### src/rtl/fifo_word_unpacker.sv
// fifo_word_unpacker
//
// Read-side consumer for the async FIFO. Pulls one DW-bit word from a show-ahead
// FIFO, holds it, and emits it as DW/OW slices on a valid/ready stream,
// least-significant slice first. The next word is fetched on the same edge that
// takes the last slice of the current one, so back-to-back words have no bubble.
//
// Ports:
//   clk           read-domain clock (FIFO read clock)
//   reset         synchronous, active-high reset
//   fifo_empty    FIFO empty flag
//   fifo_rd_en    FIFO read strobe (combinational)
//   fifo_rd_data  FIFO head word (show-ahead)
//   out_valid     slice valid
//   out_ready     downstream accept
//   out_data      current slice
//   out_last      current slice is the last slice of its word
//   word_cnt      count of fully consumed words, modulo 2^CW
//
// fifo_rd_en depends combinationally on out_ready; the downstream must not
// derive out_ready combinationally from fifo_rd_en.

module fifo_word_unpacker #(
    parameter int unsigned DW = 32,
    parameter int unsigned OW = 8,
    parameter int unsigned CW = 16
) (
    input  logic          clk,
    input  logic          reset,
    input  logic          fifo_empty,
    output logic          fifo_rd_en,
    input  logic [DW-1:0] fifo_rd_data,
    output logic          out_valid,
    input  logic          out_ready,
    output logic [OW-1:0] out_data,
    output logic          out_last,
    output logic [CW-1:0] word_cnt
);

    // DW/OW must be a power of two >= 2, so IdxW >= 1.
    localparam int unsigned Ratio = DW / OW;
    localparam int unsigned IdxW = $clog2(Ratio);
    localparam logic [IdxW-1:0] LastIdx = IdxW'(Ratio - 1);

    typedef enum logic [0:0] {
        StEmpty,
        StHold
    } state_e;

    state_e          state_q, state_d;
    logic [DW-1:0]   word_q;
    logic [IdxW-1:0] idx_q;
    logic [CW-1:0]   word_cnt_q;
    logic            take;

    assign out_valid = (state_q == StHold);
    assign out_data  = word_q[idx_q*OW +: OW];
    assign out_last  = out_valid && (idx_q == LastIdx);
    assign take      = out_valid && out_ready;
    assign word_cnt  = word_cnt_q;

    // Read when nothing is held, or when the last slice leaves this cycle.
    // Gated by reset so the FIFO pointer never moves while we are being cleared.
    assign fifo_rd_en = !reset && !fifo_empty && ((state_q == StEmpty) || (take && out_last));

    always_comb begin
        state_d = state_q;
        unique case (state_q)
            StEmpty: begin
                if (fifo_rd_en) begin
                    state_d = StHold;
                end
            end
            StHold: begin
                if (take && out_last) begin
                    state_d = fifo_rd_en ? StHold : StEmpty;
                end
            end
            default: state_d = StEmpty;
        endcase
    end

    always_ff @(posedge clk) begin
        if (reset) begin
            state_q    <= StEmpty;
            word_q     <= '0;
            idx_q      <= '0;
            word_cnt_q <= '0;
        end else begin
            state_q <= state_d;
            if (fifo_rd_en) begin
                word_q <= fifo_rd_data;
                idx_q  <= '0;
            end else if (take) begin
                idx_q <= idx_q + 1'b1;
            end
            if (take && out_last) begin
                word_cnt_q <= word_cnt_q + CW'(1);
            end
        end
    end

endmodule

### config.mk
export PLATFORM = sky130hd
export DESIGN_NAME = fifo_word_unpacker
export DESIGN_NICKNAME = d
export VERILOG_FILES = /design/src/rtl/fifo_word_unpacker.sv
export SDC_FILE = /design/constraint.sdc
export NUM_CORES = 1
export LEC_CHECK = 0
export CORE_AREA = 2 2 71 73
export DETAILED_ROUTE_END_ITERATION = 12
export DIE_AREA = 0 0 73 75
export GPL_TIMING_DRIVEN = 0
export PLACE_DENSITY_LB_ADDON = 0.25
export SYNTH_ARGS = -nofsm -noshare
export SYNTH_HDL_FRONTEND = slang
export SYNTH_SLANG_ARGS = --single-unit
### constraint.sdc
create_clock -name clk -period 2.35 [get_ports clk]
set_clock_uncertainty 0.2 [all_clocks]
set_input_delay 0.47 -clock clk [delete_from_list [all_inputs] [get_ports clk]]
set_output_delay 0.47 -clock clk [all_outputs]
set_load 0.02 [all_outputs]
==> results of run 1 <==
## repair_timing
item / in CTS / in global routing
buffers inserted: 1 / 0
hold buffers: 0 / 0
setup endpoints to repair: 9 / 10
pin swaps: 1 / 0
gates resized for setup: 31 / 9
## synthesized netlist by cell type, types with 2 or more instances
| cell | n | area share |
|---|---|---|
| o21ai_0 | 4 | 0.0092 |
| xor2_1 | 5 | 0.020 |
| dfxtp_1 | 51 | 0.47 |
| ha_1 | 2 | 0.012 |
| nand3_1 | 3 | 0.0069 |
| xnor2_1 | 4 | 0.016 |
| mux2i_1 | 2 | 0.0092 |
| mux4_2 | 8 | 0.083 |
| nand4_1 | 4 | 0.012 |
| nor2_1 | 14 | 0.024 |
| and2_1 | 3 | 0.0086 |
| clkbuf_1 | 11 | 0.019 |
| o31ai_1 | 2 | 0.0069 |
| a21oi_1 | 38 | 0.088 |
| or4_1 | 3 | 0.010 |
| nand2_1 | 68 | 0.12 |
| buf_2 | 4 | 0.0092 |
| nor3_1 | 4 | 0.0092 |
| or3_1 | 2 | 0.0058 |
| inv_1 | 2 | 0.0035 |
## worst min path at each step
stage               startpoint         end  slack, ns  depth (start not counted)
floorplan           word_q[10]  word_q[10]       0.23                          2
global placement    word_q[13]  word_q[13]       0.24                          2
detailed placement  word_q[29]  word_q[29]       0.25                          2
CTS                 word_q[29]  word_q[29]       0.26                          2
global route        word_q[29]  word_q[29]       0.28                          2
finish               word_q[9]   word_q[9]       0.26                          2
## cell families (layout without fill, tap and decap cells)
logic type	Yosys count	in the layout	synth area share
xor gates and xnor gates	9	9	0.0363
buffers and inverters	18	86	0.0352
and+or+nand+nor	113	113	0.243
AOI/OAI and AO/OA	46	46	0.111
muxes	10	10	0.0922
DFF	51	51	0.470
adders and majority gates	2	2	0.0115
## layout by cell type (no fill, tap or decap), types with 2 or more instances in the layout
cell type / netlist / final
o21ai_0: 4 / 4
nand2_1: 68 / 68
inv_1: 2 / 2
clkdlybuf4s50_1: 0 / 52
clkbuf_1: 11 / 10
or3_1: 2 / 2
ha_1: 2 / 2
buf_4: 1 / 3
dfxtp_1: 51 / 51
nor3_1: 4 / 4
or4_1: 3 / 3
a21oi_1: 38 / 38
xor2_1: 5 / 5
and2_1: 3 / 3
o31ai_1: 2 / 2
clkbuf_2: 0 / 8
clkbuf_8: 0 / 7
buf_2: 4 / 2
nor2_1: 14 / 13
mux4_2: 8 / 8
nand4_1: 4 / 4
nand3_1: 3 / 3
mux2i_1: 2 / 2
xnor2_1: 4 / 4
## layer usage
metal  routed length, um  GRT usage
met1                2370      0.271
met2                2420      0.333
met3                 288     0.0335
met4                  52     0.0761
met5                   0          0
## metrics by stage
| step | power [mW] | std cells |
|---|---|---|
| 2_1_floorplan | 1.04 | 249 |
| 3_3_place_gp | 1.14 | 364 |
| 3_5_place_dp | 1.15 | 364 |
| 4_1_cts | 1.62 | 371 |
| 5_1_grt | 1.68 | 371 |
| 6_report | 1.60 | 371 |
## state kept, by name (all words and copies together), names as in the netlist
name,cells
word_cnt,16
out_valid,1
word_q,32
idx_q,2
## worst max-delay path, delay by kind of cell, from the launching register on
family / cells / cell delay, ns
mux: 1 / 0.52
buf+inv: 2 / 0.47
flops: 1 / 0.36
## power groups by stage
stage               logic (mW)  registers (mW)  clock network [mW]
floorplan                0.106           0.930                   0
global placement         0.212           0.932                   0
detailed placement       0.214           0.934                   0
CTS                      0.213           0.914               0.493
global route             0.229           0.918               0.533
finish                   0.208           0.914               0.481
## layout make-up
type                       instances  area (um2)  share of cell area
multi-input combinational        180        1080               0.370
sequential                        51        1020               0.350
timing repair buffer              62         582               0.199
buffer                            14        80.1              0.0274
clock buffer                       7        76.3              0.0262
tap                               54        67.6              0.0232
inverter                           2        7.51             0.00257
clock inverter                     1        5.00             0.00172
==> flow_summary.html, run 1 <==
<table>
<tr><th>Metric</th><th>Value</th></tr>
<tr><th colspan="2">Critical path</th></tr>
<tr><td>Max FO, Critical Path</td><td>9</td></tr>
<tr><td>Number of cells on the worst reg-to-reg path</td><td>6</td></tr>
<tr><td>Worst setup endpoint</td><td>out_data[4]</td></tr>
<tr><td>Data arrival time of the critical path</td><td>1.64 ns</td></tr>
<tr><td>Crit path required time</td><td>1.68 ns</td></tr>
<tr><td>Critical path type</td><td>register to output port</td></tr>
<tr><td>Launching point of the worst reg2reg path</td><td>idx_q[0]</td></tr>
<tr><td>Critical Path Slowest Stage Cell</td><td>mux4_2</td></tr>
<tr><td>Critical path origin</td><td>idx_q[0]</td></tr>
<tr><td>Worst setup EP type</td><td>output port</td></tr>
<tr><td>Max stage delay on crit path</td><td>0.52 ns</td></tr>
<tr><td>CP Cell Sequence</td><td>clkbuf_8 &gt; mux4_2 &gt; clkdlybuf4s15_2</td></tr>
<tr><td>Flop-to-flop setup slack</td><td>0.33 ns</td></tr>
<tr><td>Capturing point of the worst reg2reg path</td><td>word_q[28]</td></tr>
<tr><td>Crit path launch type</td><td>register</td></tr>
<tr><th colspan="2">Routing</th></tr>
<tr><td>Residual antenna-violating net count after detailed routing</td><td>0</td></tr>
<tr><td>First drt pass iteration count</td><td>4</td></tr>
<tr><td>DR DRC count</td><td>0</td></tr>
<tr><td>First-iteration detailed-routing DRC count</td><td>142</td></tr>
<tr><td>Average wire per standard cell</td><td>13.8 um</td></tr>
<tr><td>Per-cell via count in the routed design</td><td>5.26</td></tr>
<tr><td>Total wirelength of the detailed-routed design</td><td>5120 um</td></tr>
<tr><td>Routed vias</td><td>1950</td></tr>
<tr><th colspan="2">Global routing</th></tr>
<tr><td>Number of global-route vias before repair</td><td>1846</td></tr>
<tr><td>Number of antenna violations at the first check in global routing</td><td>0</td></tr>
<tr><td>Largest net degree at the start of global routing</td><td>15</td></tr>
<tr><td>Global routing usage summed across all routing layers</td><td>0.203</td></tr>
<tr><td>Global-route wire length before repair</td><td>8480 um</td></tr>
<tr><td>Grt ovf</td><td>0</td></tr>
<tr><th colspan="2">Final layout</th></tr>
<tr><td>Final design instance area without fill</td><td>2920 um2</td></tr>
<tr><td>Fill cells</td><td>433</td></tr>
<tr><td>Share of cells above drive strength 1</td><td>0.117</td></tr>
<tr><td>Synth-to-Final Area Change</td><td>34.4%</td></tr>
<tr><td>Antenna diode instance count</td><td>0</td></tr>
<tr><td>Post-Route Utilization</td><td>0.626</td></tr>
<tr><td>Total number of nets in the final design</td><td>354</td></tr>
<tr><th colspan="2">Floorplan</th></tr>
<tr><td>Starting Density</td><td>0.466</td></tr>
<tr><td>Row count</td><td>25</td></tr>
<tr><td>I/O pins</td><td>63</td></tr>
<tr><td>Placeable core region</td><td>4660 um2</td></tr>
<tr><td>Horiz. Die Dim</td><td>73 um</td></tr>
<tr><td>Overall die height</td><td>75 um</td></tr>
<tr><td>Die area</td><td>5480 um2</td></tr>
<tr><th colspan="2">Placement</th></tr>
<tr><td>Half-perimeter wire length after detailed placement</td><td>3730 um</td></tr>
<tr><td>Post-Place Cell Area</td><td>2850 um2</td></tr>
<tr><td>Count of input and output buffers</td><td>61</td></tr>
<tr><td>Final weighted congestion of routability-driven global placement</td><td>0.775</td></tr>
<tr><td>Worst slack after detailed placement</td><td>-0.859 ns</td></tr>
<tr><th colspan="2">Pwr</th></tr>
<tr><td>Maximum resistive drop on vdd</td><td>0.274 mV</td></tr>
<tr><td>Switching pwr</td><td>0.391 mW</td></tr>
<tr><td>Switch share</td><td>0.244</td></tr>
<tr><td>Clock network fraction of total power</td><td>0.300</td></tr>
<tr><td>Leakage dissipation</td><td>1.06 nW</td></tr>
<tr><td>Logic gate share of total power</td><td>0.130</td></tr>
<tr><td>Sequential Power Share</td><td>0.570</td></tr>
<tr><td>Pwr/cell area</td><td>549 nW/um2</td></tr>
<tr><td>Internal Dissipation</td><td>1.21 mW</td></tr>
<tr><th colspan="2">Job</th></tr>
<tr><td>Max-cap check violation count</td><td>0</td></tr>
<tr><th colspan="2">Timing</th></tr>
<tr><td>Tightest slew margin relative to the limit</td><td>0.626</td></tr>
<tr><td>Final Setup Violations</td><td>0</td></tr>
<tr><td>Unrepaired setup endpoints after global routing</td><td>yes</td></tr>
<tr><td>Slew at the pin with the worst max-slew slack</td><td>0.561 ns</td></tr>
<tr><td>Final clock period utilization by the worst path</td><td>0.983</td></tr>
<tr><td>Final number of hold-violating endpoints</td><td>0</td></tr>
<tr><td>Total negative slack</td><td>0 ns</td></tr>
<tr><td>Worst hold margin</td><td>0.256 ns</td></tr>
<tr><td>Number of pins with negative max-slew slack in the final report</td><td>0</td></tr>
<tr><td>Time the worst path needs with I/O delays and setup</td><td>2.31 ns</td></tr>
<tr><td>Least setup slack across all paths after layout</td><td>0.0404 ns</td></tr>
<tr><td>Highest clock frequency the design can meet</td><td>433 MHz</td></tr>
<tr><th colspan="2">Clock tree</th></tr>
<tr><td>TritonCTS Buffers</td><td>5</td></tr>
<tr><td>TritonCTS clock tree</td><td>done</td></tr>
<tr><td>CTS Root Buffer Type</td><td>clkbuf_8</td></tr>
<tr><td>Clock-pin slew reported for the worst setup and hold paths after clock tree synthesis</td><td>0.09 ns</td></tr>
<tr><td>Number of sinks driven by the clock tree</td><td>51</td></tr>
<tr><td>Clock Latency Late Sink</td><td>0.30 ns</td></tr>
<tr><td>H-tree level count</td><td>2</td></tr>
<tr><td>Longest Clk Path Bufs</td><td>2</td></tr>
<tr><th colspan="2">Synthesis</th></tr>
<tr><td>Part of the Yosys area used for sequential elements</td><td>0.470</td></tr>
<tr><td>Most instantiated flip-flop cell in the synthesis netlist</td><td>dfxtp_1</td></tr>
<tr><td>Gate Count Post-Synth</td><td>249</td></tr>
<tr><td>Number of enable flip-flop cells after synthesis</td><td>0</td></tr>
<tr><td>Post-synthesis async set-or-reset flop share</td><td>0</td></tr>
<tr><td>Area of the mapped netlist</td><td>2170 um2</td></tr>
<tr><td>Synth Net Count</td><td>287</td></tr>
<tr><td>Unique masters post-synth</td><td>35</td></tr>
<tr><td>Warning count from the yosys run</td><td>0</td></tr>
<tr><td>Average cell area after synthesis</td><td>8.72 um2</td></tr>
<tr><td>Flop and latch count out of synthesis</td><td>51</td></tr>
<tr><th colspan="2">Status</th></tr>
<tr><td>Run status</td><td>complete, no violations</td></tr>
<tr><th colspan="2">Min path</th></tr>
<tr><td>Type of the most critical hold path</td><td>register to register</td></tr>
</table>
Power figures use the tool's default switching activity.
==> run 2: changes to the inputs <==
--- a/config.mk
+++ b/config.mk
@@ -5,9 +5,9 @@
 export SDC_FILE = /design/constraint.sdc
 export NUM_CORES = 1
 export LEC_CHECK = 0
-export CORE_AREA = 2 2 71 73
+export CORE_AREA = 2 2 59 89
 export DETAILED_ROUTE_END_ITERATION = 12
-export DIE_AREA = 0 0 73 75
+export DIE_AREA = 0 0 61 91
 export GPL_TIMING_DRIVEN = 0
 export PLACE_DENSITY_LB_ADDON = 0.25
 export SYNTH_ARGS = -nofsm -noshare
==> run 2 against run 1 <==
Final cell count rose by 3.5%. Non-clock buffer count rose by 1. Wire length barely moved. Count of clock-buffer cells in the layout fell by 1. Sequential share of layout area fell by 1.2 points. Hold slack improved by 0.00072 ns. Critical endpoint is now out_data[5]. Largest cell class unchanged. Largest power group unchanged.
==> flow_summary.html, run 2 (synthesized netlist as in run 1, its figures left out) <==
<table>
<tr><th>Metric</th><th>Value</th></tr>
<tr><th colspan="2">Final layout</th></tr>
<tr><td>Number of non-filler instances in the completed layout</td><td>384 (+3.5%)</td></tr>
<tr><td>Largest register by flop count</td><td>word_q</td></tr>
<tr><td>Commonest non-fill, non-tap cells in the layout</td><td>nand2_1, clkdlybuf4s50_1, dfxtp_1, a21oi_1, nor2_1</td></tr>
<tr><td>Fill cells</td><td>429 (-0.92%)</td></tr>
<tr><td>Post-Route Utilization</td><td>0.635 (+0.00889)</td></tr>
<tr><td>Share of cells above drive strength 1</td><td>0.123 (+0.00592)</td></tr>
<tr><td>Flip-flop count of the largest register, all copies and words added</td><td>32 (unchanged)</td></tr>
<tr><td>Total number of nets in the final design</td><td>355 (+0.28%)</td></tr>
<tr><td>Antenna diode instance count</td><td>0 (unchanged)</td></tr>
<tr><td>Most common cell after layout, fill and taps aside</td><td>nand2_1</td></tr>
<tr><td>Synth-to-Final Area Change</td><td>39.5%</td></tr>
<tr><td>Final design instance area without fill</td><td>3030 um2 (+3.8%)</td></tr>
<tr><th colspan="2">Job</th></tr>
<tr><td>Max-cap check violation count</td><td>0 (unchanged)</td></tr>
<tr><th colspan="2">Clock tree</th></tr>
<tr><td>Longest Clk Path Bufs</td><td>2 (unchanged)</td></tr>
<tr><td>Clock Latency Late Sink</td><td>0.31 ns (about the same)</td></tr>
<tr><td>H-tree level count</td><td>2 (unchanged)</td></tr>
<tr><td>Hold_buf cts</td><td>0 (unchanged)</td></tr>
<tr><td>Number of sinks driven by the clock tree</td><td>51 (unchanged)</td></tr>
<tr><td>Clock-pin slew reported for the worst setup and hold paths after clock tree synthesis</td><td>0.09 ns (about the same)</td></tr>
<tr><td>TritonCTS Buffers</td><td>5 (unchanged)</td></tr>
<tr><td>CTS Root Buffer Type</td><td>clkbuf_8</td></tr>
<tr><td>TritonCTS clock tree</td><td>done</td></tr>
<tr><th colspan="2">Timing</th></tr>
<tr><td>Final clock period utilization by the worst path</td><td>0.970 (-0.0133)</td></tr>
<tr><td>Total negative slack</td><td>0 ns (unchanged)</td></tr>
<tr><td>Final Setup Violations</td><td>0 (unchanged)</td></tr>
<tr><td>Highest clock frequency the design can meet</td><td>439 MHz (+1.4%)</td></tr>
<tr><td>Slew at the pin with the worst max-slew slack</td><td>0.575 ns (+0.0133 ns)</td></tr>
<tr><td>Number of pins with negative max-slew slack in the final report</td><td>0 (unchanged)</td></tr>
<tr><td>Final number of hold-violating endpoints</td><td>0 (unchanged)</td></tr>
<tr><td>Tightest slew margin relative to the limit</td><td>0.617 (-0.00884)</td></tr>
<tr><td>Time the worst path needs with I/O delays and setup</td><td>2.28 ns (-0.0312 ns)</td></tr>
<tr><td>Worst hold margin</td><td>0.256 ns (+0.000721 ns)</td></tr>
<tr><td>Unrepaired setup endpoints after global routing</td><td>no</td></tr>
<tr><th colspan="2">Floorplan</th></tr>
<tr><td>Horiz. Die Dim</td><td>61 um (-16%)</td></tr>
<tr><td>Placeable core region</td><td>4770 um2 (+2.4%)</td></tr>
<tr><td>Starting Density</td><td>0.455 (-0.0107)</td></tr>
<tr><td>Die area</td><td>5550 um2 (+1.4%)</td></tr>
<tr><td>I/O pins</td><td>63 (unchanged)</td></tr>
<tr><td>Overall die height</td><td>91 um (+21%)</td></tr>
<tr><td>Row count</td><td>31 (+24%)</td></tr>
<tr><th colspan="2">Critical path</th></tr>
<tr><td>Data arrival time of the critical path</td><td>1.61 ns (-0.03 ns)</td></tr>
<tr><td>Worst setup EP type</td><td>output port</td></tr>
<tr><td>Max FO, Critical Path</td><td>9 (unchanged)</td></tr>
<tr><td>Crit path required time</td><td>1.68 ns (about the same)</td></tr>
<tr><td>Critical path type</td><td>register to output port</td></tr>
<tr><td>Crit path launch type</td><td>register</td></tr>
<tr><th colspan="2">Global routing</th></tr>
<tr><td>Largest net degree at the start of global routing</td><td>16 (+1)</td></tr>
<tr><td>Number of antenna violations at the first check in global routing</td><td>0 (unchanged)</td></tr>
<tr><td>Grt ovf</td><td>0 (unchanged)</td></tr>
<tr><td>Global-route wire length before repair</td><td>8750 um (+3.2%)</td></tr>
<tr><td>Global routing usage summed across all routing layers</td><td>0.207 (+0.00412)</td></tr>
<tr><td>Number of global-route vias before repair</td><td>1916 (+3.8%)</td></tr>
<tr><th colspan="2">Pwr</th></tr>
<tr><td>Leakage dissipation</td><td>1.11 nW (+4.9%)</td></tr>
<tr><td>Pwr/cell area</td><td>609 nW/um2 (+11%)</td></tr>
<tr><td>Maximum resistive drop on vdd</td><td>0.411 mV (+50%)</td></tr>
<tr><th colspan="2">Routing</th></tr>
<tr><td>First-iteration detailed-routing DRC count</td><td>97 (-32%)</td></tr>
<tr><td>Average wire per standard cell</td><td>13.3 um (-3.3%)</td></tr>
<tr><td>Per-cell via count in the routed design</td><td>5.12 (-2.6%)</td></tr>
<tr><td>Routed vias</td><td>1965 (+0.77%)</td></tr>
<tr><td>Total wirelength of the detailed-routed design</td><td>5130 um (about the same)</td></tr>
<tr><td>DR DRC count</td><td>0 (unchanged)</td></tr>
<tr><td>Residual antenna-violating net count after detailed routing</td><td>0 (unchanged)</td></tr>
<tr><td>First drt pass iteration count</td><td>4 (unchanged)</td></tr>
<tr><th colspan="2">Placement</th></tr>
<tr><td>Final weighted congestion of routability-driven global placement</td><td>0.825 (+6.5%)</td></tr>
<tr><td>Count of input and output buffers</td><td>61 (unchanged)</td></tr>
<tr><td>Post-Place Cell Area</td><td>2860 um2 (+0.53%)</td></tr>
<tr><td>Half-perimeter wire length after detailed placement</td><td>3790 um (+1.5%)</td></tr>
<tr><td>Placed insts</td><td>376 (+3.3%)</td></tr>
<tr><th colspan="2">Min path</th></tr>
<tr><td>Type of the most critical hold path</td><td>register to register</td></tr>
<tr><th colspan="2">Status</th></tr>
<tr><td>Run status</td><td>complete, no violations</td></tr>
</table>
run 2: changes by cell type in the layout (fill, tap and decap cells not counted), sizes merged, moves of 2 or more:
cell	change
buf	+3
bufinv	+2
clkbuf	-8
clkdlybuf4s15	+5
clkdlybuf4s50	-2
dlymetal6s2s	+2
run 2: what timing repair did:
action / 4_1_cts / 5_1_grt
pin swaps: 0 / 1
hold endpoints to repair: 0 / 0
resized for setup: 35 / 8
setup buffers: 0 / 2
gates cloned: 0 / 0
setup endpoints to repair: 9 / 10
run 2: worst max-delay path, cell delays in order, from the launching register on:
cell,delay [ns]
dfxtp_2,0.35
buf_8,0.15
mux4_2,0.52
clkdlybuf4s15_2,0.27
run 2: layout make-up:
class                           instances  area (um2)  share of cell area
Tap cell                               66        82.6              0.0273
Timing Repair Buffer                   63         626               0.207
Inverter                                2        7.51             0.00248
Multi-Input combinational cell        180        1080               0.355
Buffer                                 14        81.3              0.0268
Clock buffer                            6        72.6              0.0240
Sequential cell                        51        1020               0.338
Clock inverter                          2        60.1              0.0198
run 2: power by group:
part	internal (mW)	leakage [nW]	switching, mW
logic	0.111	0.628	0.102
clock network	0.426	0.0654	0.291
registers	0.897	0.417	0.0170
total	1.43	1.11	0.411
run 2: path summary, 6_finish.rpt:
check | start | cells after the start | endpoint | slack, ns
max | idx_q[0] | 3 | out_data[5] | 0.07
min | word_q[5] | 2 | word_q[5] | 0.26
max reg2reg | idx_q[0] | 6 | word_q[27] | 0.32
min reg2reg | word_q[5] | 2 | word_q[5] | 0.26
run 2: stage by stage:
step                      worst slack, ns  power (mW)
final                              0.0716        1.84
after global routing              0.00591        1.91
after CTS                         -0.0122        1.85
after detailed placement           -0.793        1.15
after global placement             -0.821        1.14
after floorplan                     0.221        1.04
run 2: metal layers:
metal	global-route usage	wire length (um)	vias to the layer above	part of all wire
li1	-	-	987	-
met2	0.347	2750	60	0.54
met3	0.0370	222	10	0.043
met5	0	0	-	0
met1	0.250	2050	908	0.40
met4	0.0906	101	0	0.020
